===== config.mk =====
export PLATFORM = sky130hd
export DESIGN_NAME = axi_rd_arbiter
export DESIGN_NICKNAME = d
export VERILOG_FILES = /design/src/rtl/axi_pkg.sv /design/src/rtl/rr_arb2.sv /design/src/rtl/axi_rd_arbiter.sv
export SDC_FILE = /design/constraint.sdc
export NUM_CORES = 1
export LEC_CHECK = 0
export ABC_AREA = 1
export ABC_CLOCK_PERIOD_IN_PS = 3200
export CAP_MARGIN = 20
export CELL_PAD_IN_SITES_DETAIL_PLACEMENT = 2
export CELL_PAD_IN_SITES_GLOBAL_PLACEMENT = 2
export CORE_ASPECT_RATIO = 1.1
export CORE_MARGIN = 2
export CORE_UTILIZATION = 12
export DETAILED_ROUTE_END_ITERATION = 7
export PLACE_DENSITY_LB_ADDON = 0.15
export SLEW_MARGIN = 20
export SYNTH_ARGS = -nofsm -noshare
export SYNTH_HDL_FRONTEND = slang
export SYNTH_SLANG_ARGS = --single-unit

===== constraint.sdc =====
create_clock -name clk -period 3.2 [get_ports clk]
set_clock_uncertainty 0.05 [all_clocks]
set_input_delay 0.64 -clock clk [delete_from_list [all_inputs] [get_ports clk]]
set_output_delay 0.64 -clock clk [all_outputs]
set_load 0.01 [all_outputs]

===== src/rtl/axi_pkg.sv =====
// Shared AXI definitions for the memory-side read path.
//   BURST_*   : AxBURST encodings
//   RESP_*    : xRESP encodings
//   ar_req_t  : buffered AR channel fields (addr, burst, len, size)
//   rd_state_e: read arbiter sequencing states
package axi_pkg;

  localparam logic [1:0] BURST_FIXED = 2'b00;
  localparam logic [1:0] BURST_INCR  = 2'b01;
  localparam logic [1:0] BURST_WRAP  = 2'b10;

  localparam logic [1:0] RESP_OKAY   = 2'b00;

  typedef struct packed {
    logic [31:0] addr;
    logic [1:0]  burst;
    logic [7:0]  len;
    logic [2:0]  size;
  } ar_req_t;

  typedef enum logic [1:0] {
    StIdle = 2'd0,
    StAddr = 2'd1,
    StData = 2'd2
  } rd_state_e;

endpackage


===== src/rtl/rr_arb2.sv =====
// Two-way combinational arbiter.
//   RR_EN    : 1 = round-robin on ties, 0 = fixed priority (req[1] wins ties)
//   req      : request vector, bit N = master N
//   last_gnt : index of the master granted most recently
//   gnt      : one-hot grant, all-zero when nothing requests
module rr_arb2 #(
  parameter bit RR_EN = 1'b1
) (
  input  logic [1:0] req,
  input  logic       last_gnt,
  output logic [1:0] gnt
);

  always_comb begin
    gnt = 2'b00;
    case (req)
      2'b01:   gnt = 2'b01;
      2'b10:   gnt = 2'b10;
      // On a tie, round-robin hands the grant to whoever did not have it last.
      2'b11:   gnt = (RR_EN && last_gnt) ? 2'b01 : 2'b10;
      default: gnt = 2'b00;
    endcase
  end

endmodule


===== src/rtl/axi_rd_arbiter.sv =====
// Two-master AXI4 read arbiter: icache (m0) and dcache (m1) share one 64-bit
// memory read port. One AR is accepted, buffered and issued downstream; the
// whole R burst is then routed back to the granted master before re-arbitration.
//   clk, rst          : clock, asynchronous active-high reset
//   mN_ar*            : master AR channels (arready asserted combinationally in IDLE)
//   mN_r*             : master R channels (combinationally routed from s_r*)
//   s_ar*             : downstream AR channel driven from the buffered request
//   s_r*              : downstream R channel
//   beat_err          : one-cycle pulse when s_rlast disagrees with the beat count
module axi_rd_arbiter
  import axi_pkg::*;
#(
  parameter bit RR_EN = 1'b1
) (
  input  logic        clk,
  input  logic        rst,
  // master 0 (icache)
  input  logic [31:0] m0_araddr,
  input  logic        m0_arvalid,
  input  logic [1:0]  m0_arburst,
  input  logic [7:0]  m0_arlen,
  input  logic [2:0]  m0_arsize,
  output logic        m0_arready,
  output logic [63:0] m0_rdata,
  output logic [1:0]  m0_rresp,
  output logic        m0_rvalid,
  output logic        m0_rlast,
  input  logic        m0_rready,
  // master 1 (dcache)
  input  logic [31:0] m1_araddr,
  input  logic        m1_arvalid,
  input  logic [1:0]  m1_arburst,
  input  logic [7:0]  m1_arlen,
  input  logic [2:0]  m1_arsize,
  output logic        m1_arready,
  output logic [63:0] m1_rdata,
  output logic [1:0]  m1_rresp,
  output logic        m1_rvalid,
  output logic        m1_rlast,
  input  logic        m1_rready,
  // downstream slave
  output logic [31:0] s_araddr,
  output logic [1:0]  s_arburst,
  output logic [7:0]  s_arlen,
  output logic [2:0]  s_arsize,
  output logic        s_arvalid,
  input  logic        s_arready,
  input  logic [63:0] s_rdata,
  input  logic [1:0]  s_rresp,
  input  logic        s_rvalid,
  input  logic        s_rlast,
  output logic        s_rready,
  output logic        beat_err
);

  rd_state_e  state_q, state_d;
  ar_req_t    ar_q, ar_d;
  logic       gnt_q, gnt_d;            // index of the master owning the current burst
  logic       last_gnt_q, last_gnt_d;
  logic [7:0] cnt_q, cnt_d;
  logic       beat_err_q, beat_err_d;

  logic [1:0] req;
  logic [1:0] arb_gnt;
  ar_req_t    m0_ar, m1_ar;

  assign req   = {m1_arvalid, m0_arvalid};
  assign m0_ar = {m0_araddr, m0_arburst, m0_arlen, m0_arsize};
  assign m1_ar = {m1_araddr, m1_arburst, m1_arlen, m1_arsize};

  rr_arb2 #(
    .RR_EN (RR_EN)
  ) u_arb (
    .req      (req),
    .last_gnt (last_gnt_q),
    .gnt      (arb_gnt)
  );

  // The buffered request drives the slave AR fields in every state; only
  // s_arvalid qualifies them.
  assign s_araddr  = ar_q.addr;
  assign s_arburst = ar_q.burst;
  assign s_arlen   = ar_q.len;
  assign s_arsize  = ar_q.size;
  assign beat_err  = beat_err_q;

  always_comb begin
    state_d    = state_q;
    ar_d       = ar_q;
    gnt_d      = gnt_q;
    last_gnt_d = last_gnt_q;
    cnt_d      = cnt_q;
    beat_err_d = 1'b0;

    m0_arready = 1'b0;
    m1_arready = 1'b0;
    s_arvalid  = 1'b0;
    s_rready   = 1'b0;
    m0_rdata   = '0;
    m0_rresp   = RESP_OKAY;
    m0_rvalid  = 1'b0;
    m0_rlast   = 1'b0;
    m1_rdata   = '0;
    m1_rresp   = RESP_OKAY;
    m1_rvalid  = 1'b0;
    m1_rlast   = 1'b0;

    unique case (state_q)
      StIdle: begin
        // Gate with rst so arready stays low while reset is held.
        if (!rst && (req != 2'b00)) begin
          m0_arready = arb_gnt[0];
          m1_arready = arb_gnt[1];
          ar_d       = arb_gnt[1] ? m1_ar : m0_ar;
          gnt_d      = arb_gnt[1];
          state_d    = StAddr;
        end
      end

      StAddr: begin
        s_arvalid = 1'b1;
        if (s_arready) begin
          cnt_d   = '0;
          state_d = StData;
        end
      end

      StData: begin
        if (gnt_q) begin
          m1_rdata  = s_rdata;
          m1_rresp  = s_rresp;
          m1_rvalid = s_rvalid;
          m1_rlast  = s_rlast;
          s_rready  = m1_rready;
        end else begin
          m0_rdata  = s_rdata;
          m0_rresp  = s_rresp;
          m0_rvalid = s_rvalid;
          m0_rlast  = s_rlast;
          s_rready  = m0_rready;
        end

        if (s_rvalid && s_rready) begin
          cnt_d = cnt_q + 8'd1;
          // Flags both an early s_rlast and a missing one on the expected last
          // beat; the burst itself always runs until s_rlast.
          beat_err_d = s_rlast ^ (cnt_q == ar_q.len);
          if (s_rlast) begin
            last_gnt_d = gnt_q;
            state_d    = StIdle;
          end
        end
      end

      default: state_d = StIdle;
    endcase
  end

  always_ff @(posedge clk or posedge rst) begin
    if (rst) begin
      state_q    <= StIdle;
      ar_q       <= '0;
      gnt_q      <= 1'b0;
      last_gnt_q <= 1'b1;   // m0 wins the first tie after reset
      cnt_q      <= '0;
      beat_err_q <= 1'b0;
    end else begin
      state_q    <= state_d;
      ar_q       <= ar_d;
      gnt_q      <= gnt_d;
      last_gnt_q <= last_gnt_d;
      cnt_q      <= cnt_d;
      beat_err_q <= beat_err_d;
    end
  end

endmodule

# ---- After elaboration in Yosys (flattened, before gate mapping)
# Cells that the tools add are included.
dict set report totals {
  reg_bits 58
  inputBits 165
  out_inout_bits 186
  word_cells 68
}
dict set report classes {
  addsub 1
  eq_ne 10
  n_mux 37
  n_bitwise 1
  n_reduce_logical 10
}
# op count
set ops {}
lappend ops {{$mux W64} 4}
lappend ops {{$mux W45} 1}
lappend ops {{$mux W1} 18}
lappend ops {{$mux W2} 9}
lappend ops {{$mux W8} 2}
lappend ops {{$pmux W8 S2} 1}
lappend ops {{$pmux W2 S3} 2}
lappend ops {{$add A8 B1 Y8 const B} 1}
lappend ops {{$eq A8 B8 Y1} 1}
lappend ops {{$ne A2 B2 Y1 const B} 4}
lappend ops {{$eq A2 B2 Y1 const B} 3}
lappend ops {{$reduce_and A3 Y1} 2}
lappend ops {{$eq A2 B1 Y1 const B} 2}
lappend ops {{$reduce_and A4 Y1} 1}
lappend ops {{$reduce_bool A2 Y1} 2}
lappend ops {{$logic_and A1 B1 Y1} 2}
lappend ops {{$logic_not A2 Y1} 1}
lappend ops {{$reduce_and A2 Y1} 1}
lappend ops {{$logic_not A1 Y1} 1}
lappend ops {{$xor A1 B1 Y1} 1}

# ---- Logic depth before layout (Yosys ltp)
# Gate-level depths: netlist of run 1.
dict set report logic_depth {
  word_depth 5
  ltp_mapped 9
  ltp_nobuf 9
}

# ---- By module
# From an unflattened synthesis of run 1, not the netlist that was laid out.
dict set report hier_totals {
  cells_unflattened 581
  area_unflattened_um2 3865.0
}
# mod n_inst cells_each area_per_inst_um2 seq_area_each_um2
set modules_own_cells {}
lappend modules_own_cells {axi_rd_arbiter 1 576 3843.7 1452.6}
lappend modules_own_cells {rr_arb2 1 5 21.3 0.0}

# ---- Worst setup path after synthesis of run 1
# Ideal clock, no wire load.
dict set report synth_timing {
  kind {input to output}
  startpoint {input port rst}
  endpoint {output port m0_arready}
  arrival_ps 2689
  t_required_ps 2510
  setup_slack_ps -179
  path_stages 5
  n_path_buf 2
  cell_sequence {inv_1 -> o211ai_4 -> nor2_1 -> buf_4 -> buf_6}
}
dict set report synth_via {
  elab_chain_cells 4
}
# item line
set synth_lines {}
lappend synth_lines {{start: declaration} axi_rd_arbiter.sv:16} ;# input logic rst,
lappend synth_lines {{$logic_not A1 Y1 (no source line)} --}
lappend synth_lines {{$logic_and A1 B1 Y1} axi_rd_arbiter.sv:111} ;# if (!rst && (req != 2'b00)) begin
lappend synth_lines {{$mux W1} axi_rd_arbiter.sv:111}
lappend synth_lines {{$mux W1} axi_rd_arbiter.sv:108} ;# unique case (state_q)
lappend synth_lines {{end: declaration} axi_rd_arbiter.sv:23} ;# output logic m0_arready,
# No other way between the ends.

# ---- Worst setup path after layout of run 1
dict set report layout_timing {
  startpoint {register state_q[1]}
  endpoint {output port m0_rdata[3]}
}
dict set report layout_via {
  elab_chain_cells 2
}
# item line
set layout_lines {}
lappend layout_lines {{start: declaration} axi_rd_arbiter.sv:56} ;# rd_state_e state_q, state_d;
lappend layout_lines {{start signal: assignment} axi_rd_arbiter.sv:161} ;# state_q <= StIdle;
lappend layout_lines {{start signal: assignment} axi_rd_arbiter.sv:168} ;# state_q <= state_d;
lappend layout_lines {{$eq A2 B2 Y1} axi_rd_arbiter.sv:108}
lappend layout_lines {{$mux W64} axi_rd_arbiter.sv:108}
lappend layout_lines {{end: declaration} axi_rd_arbiter.sv:24} ;# output logic [63:0] m0_rdata,
# No other way between the ends.

==> run metrics, run 1 <==
outcome=completed; CP bufs+invs=4; Distinct cells, synth=28; power density over the cells=639 nW/um^2; Net Sw Frac=0.386; number of cell rows=66; vias in the first global route=5219; slew margin rel.=0.453; Post-Syn Instances=533; Tcrit/Tclk final=0.895; residual DRC count=0; GRT Residual Overflow=0; crit path launch type=flop; pin count of the biggest net entering global routing=69; Final Max Slew Viols=0; worst-margin pin slew=0.821 ns; worst-skew pair later-pin latency=0.33 ns; DRT iter0 DRCs=99; Port Buffer Count=350; critical path's top delay family=buffers and inverters; slowest CP cell=clkdlybuf4s50_1; cts bufs inserted=9; maxcap violations=0; DIE HEIGHT=185 um; setup total negative slack=0 ns; static leakage=3.44 nW; Peak VDD IR=0.000298 V; all-layer global routing usage=0.139; #FFs+latches synth=58; setup violators final=0; ys async rst share=1.00; post-DR wirelength/cell=17.5 um; Worst Setup End Kind=output pin; Max Clk Rate=349 MHz; syn_nets=699; P&R area growth vs syn=119%; CP required=2.51 ns; Pint=3.05 mW; power share of the sequential group=0.254; synthesized area per cell=6.68 um^2; CP max FO=68; Clock Power Share=0.196; NetSw=1.92 mW; WL met3=2330 um; Layout Nets=1042; Hold-fix buffers, CTS=0; logic gate share of total power=0.550; final WL=21900 um; Post-CTS Setup Inserts=0; path type of the worst min-delay path=reg2reg; Clock transition at path regs=0.06 ns; Detail Placement HPWL=17500 um; Die Wd=168 um; post_cts resized=0; TritonRoute pass-1 iters=4; min Tclk post-route=2.86 ns; Final WS setup=0.336 ns; Met1 Routed Length=8690 um; Place WS=0.426 ns; routed vias/inst=3.82; clk root buf=clkbuf_16; CTS Buffer Depth=2; die area=31000 um^2; CTS H-tree depth=3; IO Pins=351; Final Hold Viols=0; starting density of the core=0.121; initial antenna violation count=4; EDFF count, synth=0; GPL Wtd Cong=0.701; clock tree from TritonCTS=built; Yosys warning count=0; Top FF cell, synth=dfrtp_1; metal2 WL=10600 um; Routed Antenna Nets=0; CTS sink count=58; via count=4802; cells along the critical path=inv_2, nor2_4, buf_4, nand2_2, buf_6, nor2_1, clkdlybuf4s50_1; signal arrival time at the worst endpoint=2.17 ns; Seq/Total Area, Yosys=0.408; Largest stage delay, worst path=0.53 ns; core area=29400 um^2; global-route wire length before repair=32800 um; Top Metal Used=met5; RSZ-0062 raised after global routing=no; kind of critical path=reg2out; area of the mapped netlist=3560 um^2; fraction of final layout cells sized beyond drive strength 1=0.0420
power by group through the flow:
stage	Clock, mW	Combinational [mW]	Sequential [mW]
after floorplan	0	1.01	1.36
after global placement	0	2.80	1.27
after detailed placement	0	2.81	1.28
after CTS	1.02	2.82	1.28
after global routing	1.06	3.01	1.32
final	0.975	2.73	1.26
per-layer routing:
layer  GRT usage  vias to the layer above
li1            -                     2294
met1       0.155                     2256
met2       0.245                      230
met3      0.0597                       18
met4      0.0300                        4
met5           0                        -
state kept, by name, summed over array words and instances, names as in the netlist:
register    flops
s_araddr       32
cnt_q           8
s_arlen         8
s_arsize        3
s_arburst       2
state_q         2
beat_err        1
gnt_q           1
last_gnt_q      1
worst paths after layout:
kind,slack [ns],from,to,cells after the start
max,0.34,state_q[1],m0_rdata[3],7
min,0.45,s_araddr[8],s_araddr[8],2
max reg2reg,1.37,state_q[1],s_arlen[1],6
min reg2reg,0.45,s_araddr[8],s_araddr[8],2
max in group asynchronous,1.61,rst,gnt_q,3
min in group asynchronous,0.95,rst,s_arburst[1],3
through the flow:
stage	instances	hold slack (ns)	utilization	power, mW	cell area [um^2]
after floorplan	533	0.421	-	2.37	3560
after global placement	1239	0.437	0.254	4.08	7480
after detailed placement	1239	0.441	0.254	4.09	7480
after CTS	1255	0.460	0.264	5.12	7770
after global routing	1256	0.491	0.265	5.39	7780
final	1256	0.449	0.265	4.97	7780
cells by family after synthesis:
| family | after synthesis | share of synthesized area |
|---|---|---|
| simple gates | 303 | 0.337 |
| fa+ha+maj | 1 | 0.00352 |
| buf+inv | 114 | 0.132 |
| flops | 58 | 0.408 |
| compound gates | 51 | 0.105 |
| xor+xnor | 6 | 0.0148 |
synthesized netlist by cell type, types with 2 or more instances:
library cell | number | share of area
o31ai_1 | 2 | 0.0042
xor2_1 | 3 | 0.0074
nand2_2 | 3 | 0.0053
o22ai_1 | 3 | 0.0053
xnor2_1 | 3 | 0.0074
nand3_1 | 15 | 0.021
nand2_1 | 136 | 0.14
nor2_4 | 2 | 0.0063
inv_1 | 85 | 0.090
a21oi_1 | 3 | 0.0042
buf_6 | 3 | 0.0095
clkbuf_1 | 11 | 0.012
inv_2 | 2 | 0.0021
nor2_1 | 143 | 0.15
buf_2 | 12 | 0.017
o21ai_0 | 5 | 0.0070
a22oi_1 | 31 | 0.065
dfrtp_1 | 57 | 0.40
o211ai_1 | 5 | 0.011
layout by cell type (no fill, tap or decap):
cell / instances
nand3_1: 15
o21ai_0: 5
nor2_4: 3
nor2_1: 142
inv_2: 2
clkinvlp_4: 4
nand4_1: 1
dfrtp_1: 57
buf_12: 1
o31ai_1: 2
inv_6: 1
o22ai_1: 3
buf_4: 7
xnor2_1: 3
bufinv_16: 1
nand3_4: 1
clkbuf_16: 9
nand2_1: 136
ha_1: 1
o211ai_4: 1
a21o_1: 1
dfstp_2: 1
nand2_2: 3
inv_1: 84
xor2_1: 3
nor2_2: 1
buf_6: 1
diode_2: 1
clkinv_2: 1
nor3_1: 1
o211ai_1: 5
a22oi_1: 31
clkbuf_1: 1
clkdlybuf4s50_1: 350
a21oi_1: 3
area by class of cell:
class                   instances  area, um^2
fillers                      3458       21600
clock inverters                 6        66.3
flip-flops and latches         58        1450
repair buffers                359        3590
clock buffers                  10         229
well taps                     374         468
multi-input cells             361        1640
inverters                      87         330
diodes                          1        2.50
tightest hold or removal path: stages, from the launching register on:
cell and delay [ns]:
dfrtp_1 0.34, nand2_1 0.05, nand3_1 0.07
(Power assumes the default switching activity.)
==> run 2: changes to the inputs <==
--- a/config.mk
+++ b/config.mk
@@ -13,6 +13,7 @@
 export CORE_ASPECT_RATIO = 1.1
 export CORE_MARGIN = 2
 export CORE_UTILIZATION = 12
+export CTS_CLUSTER_SIZE = 24
 export DETAILED_ROUTE_END_ITERATION = 7
 export PLACE_DENSITY_LB_ADDON = 0.15
 export SLEW_MARGIN = 20
==> results of run 2 <==
Same layout as run 1: the final DEF is identical, and so are final timing and power.
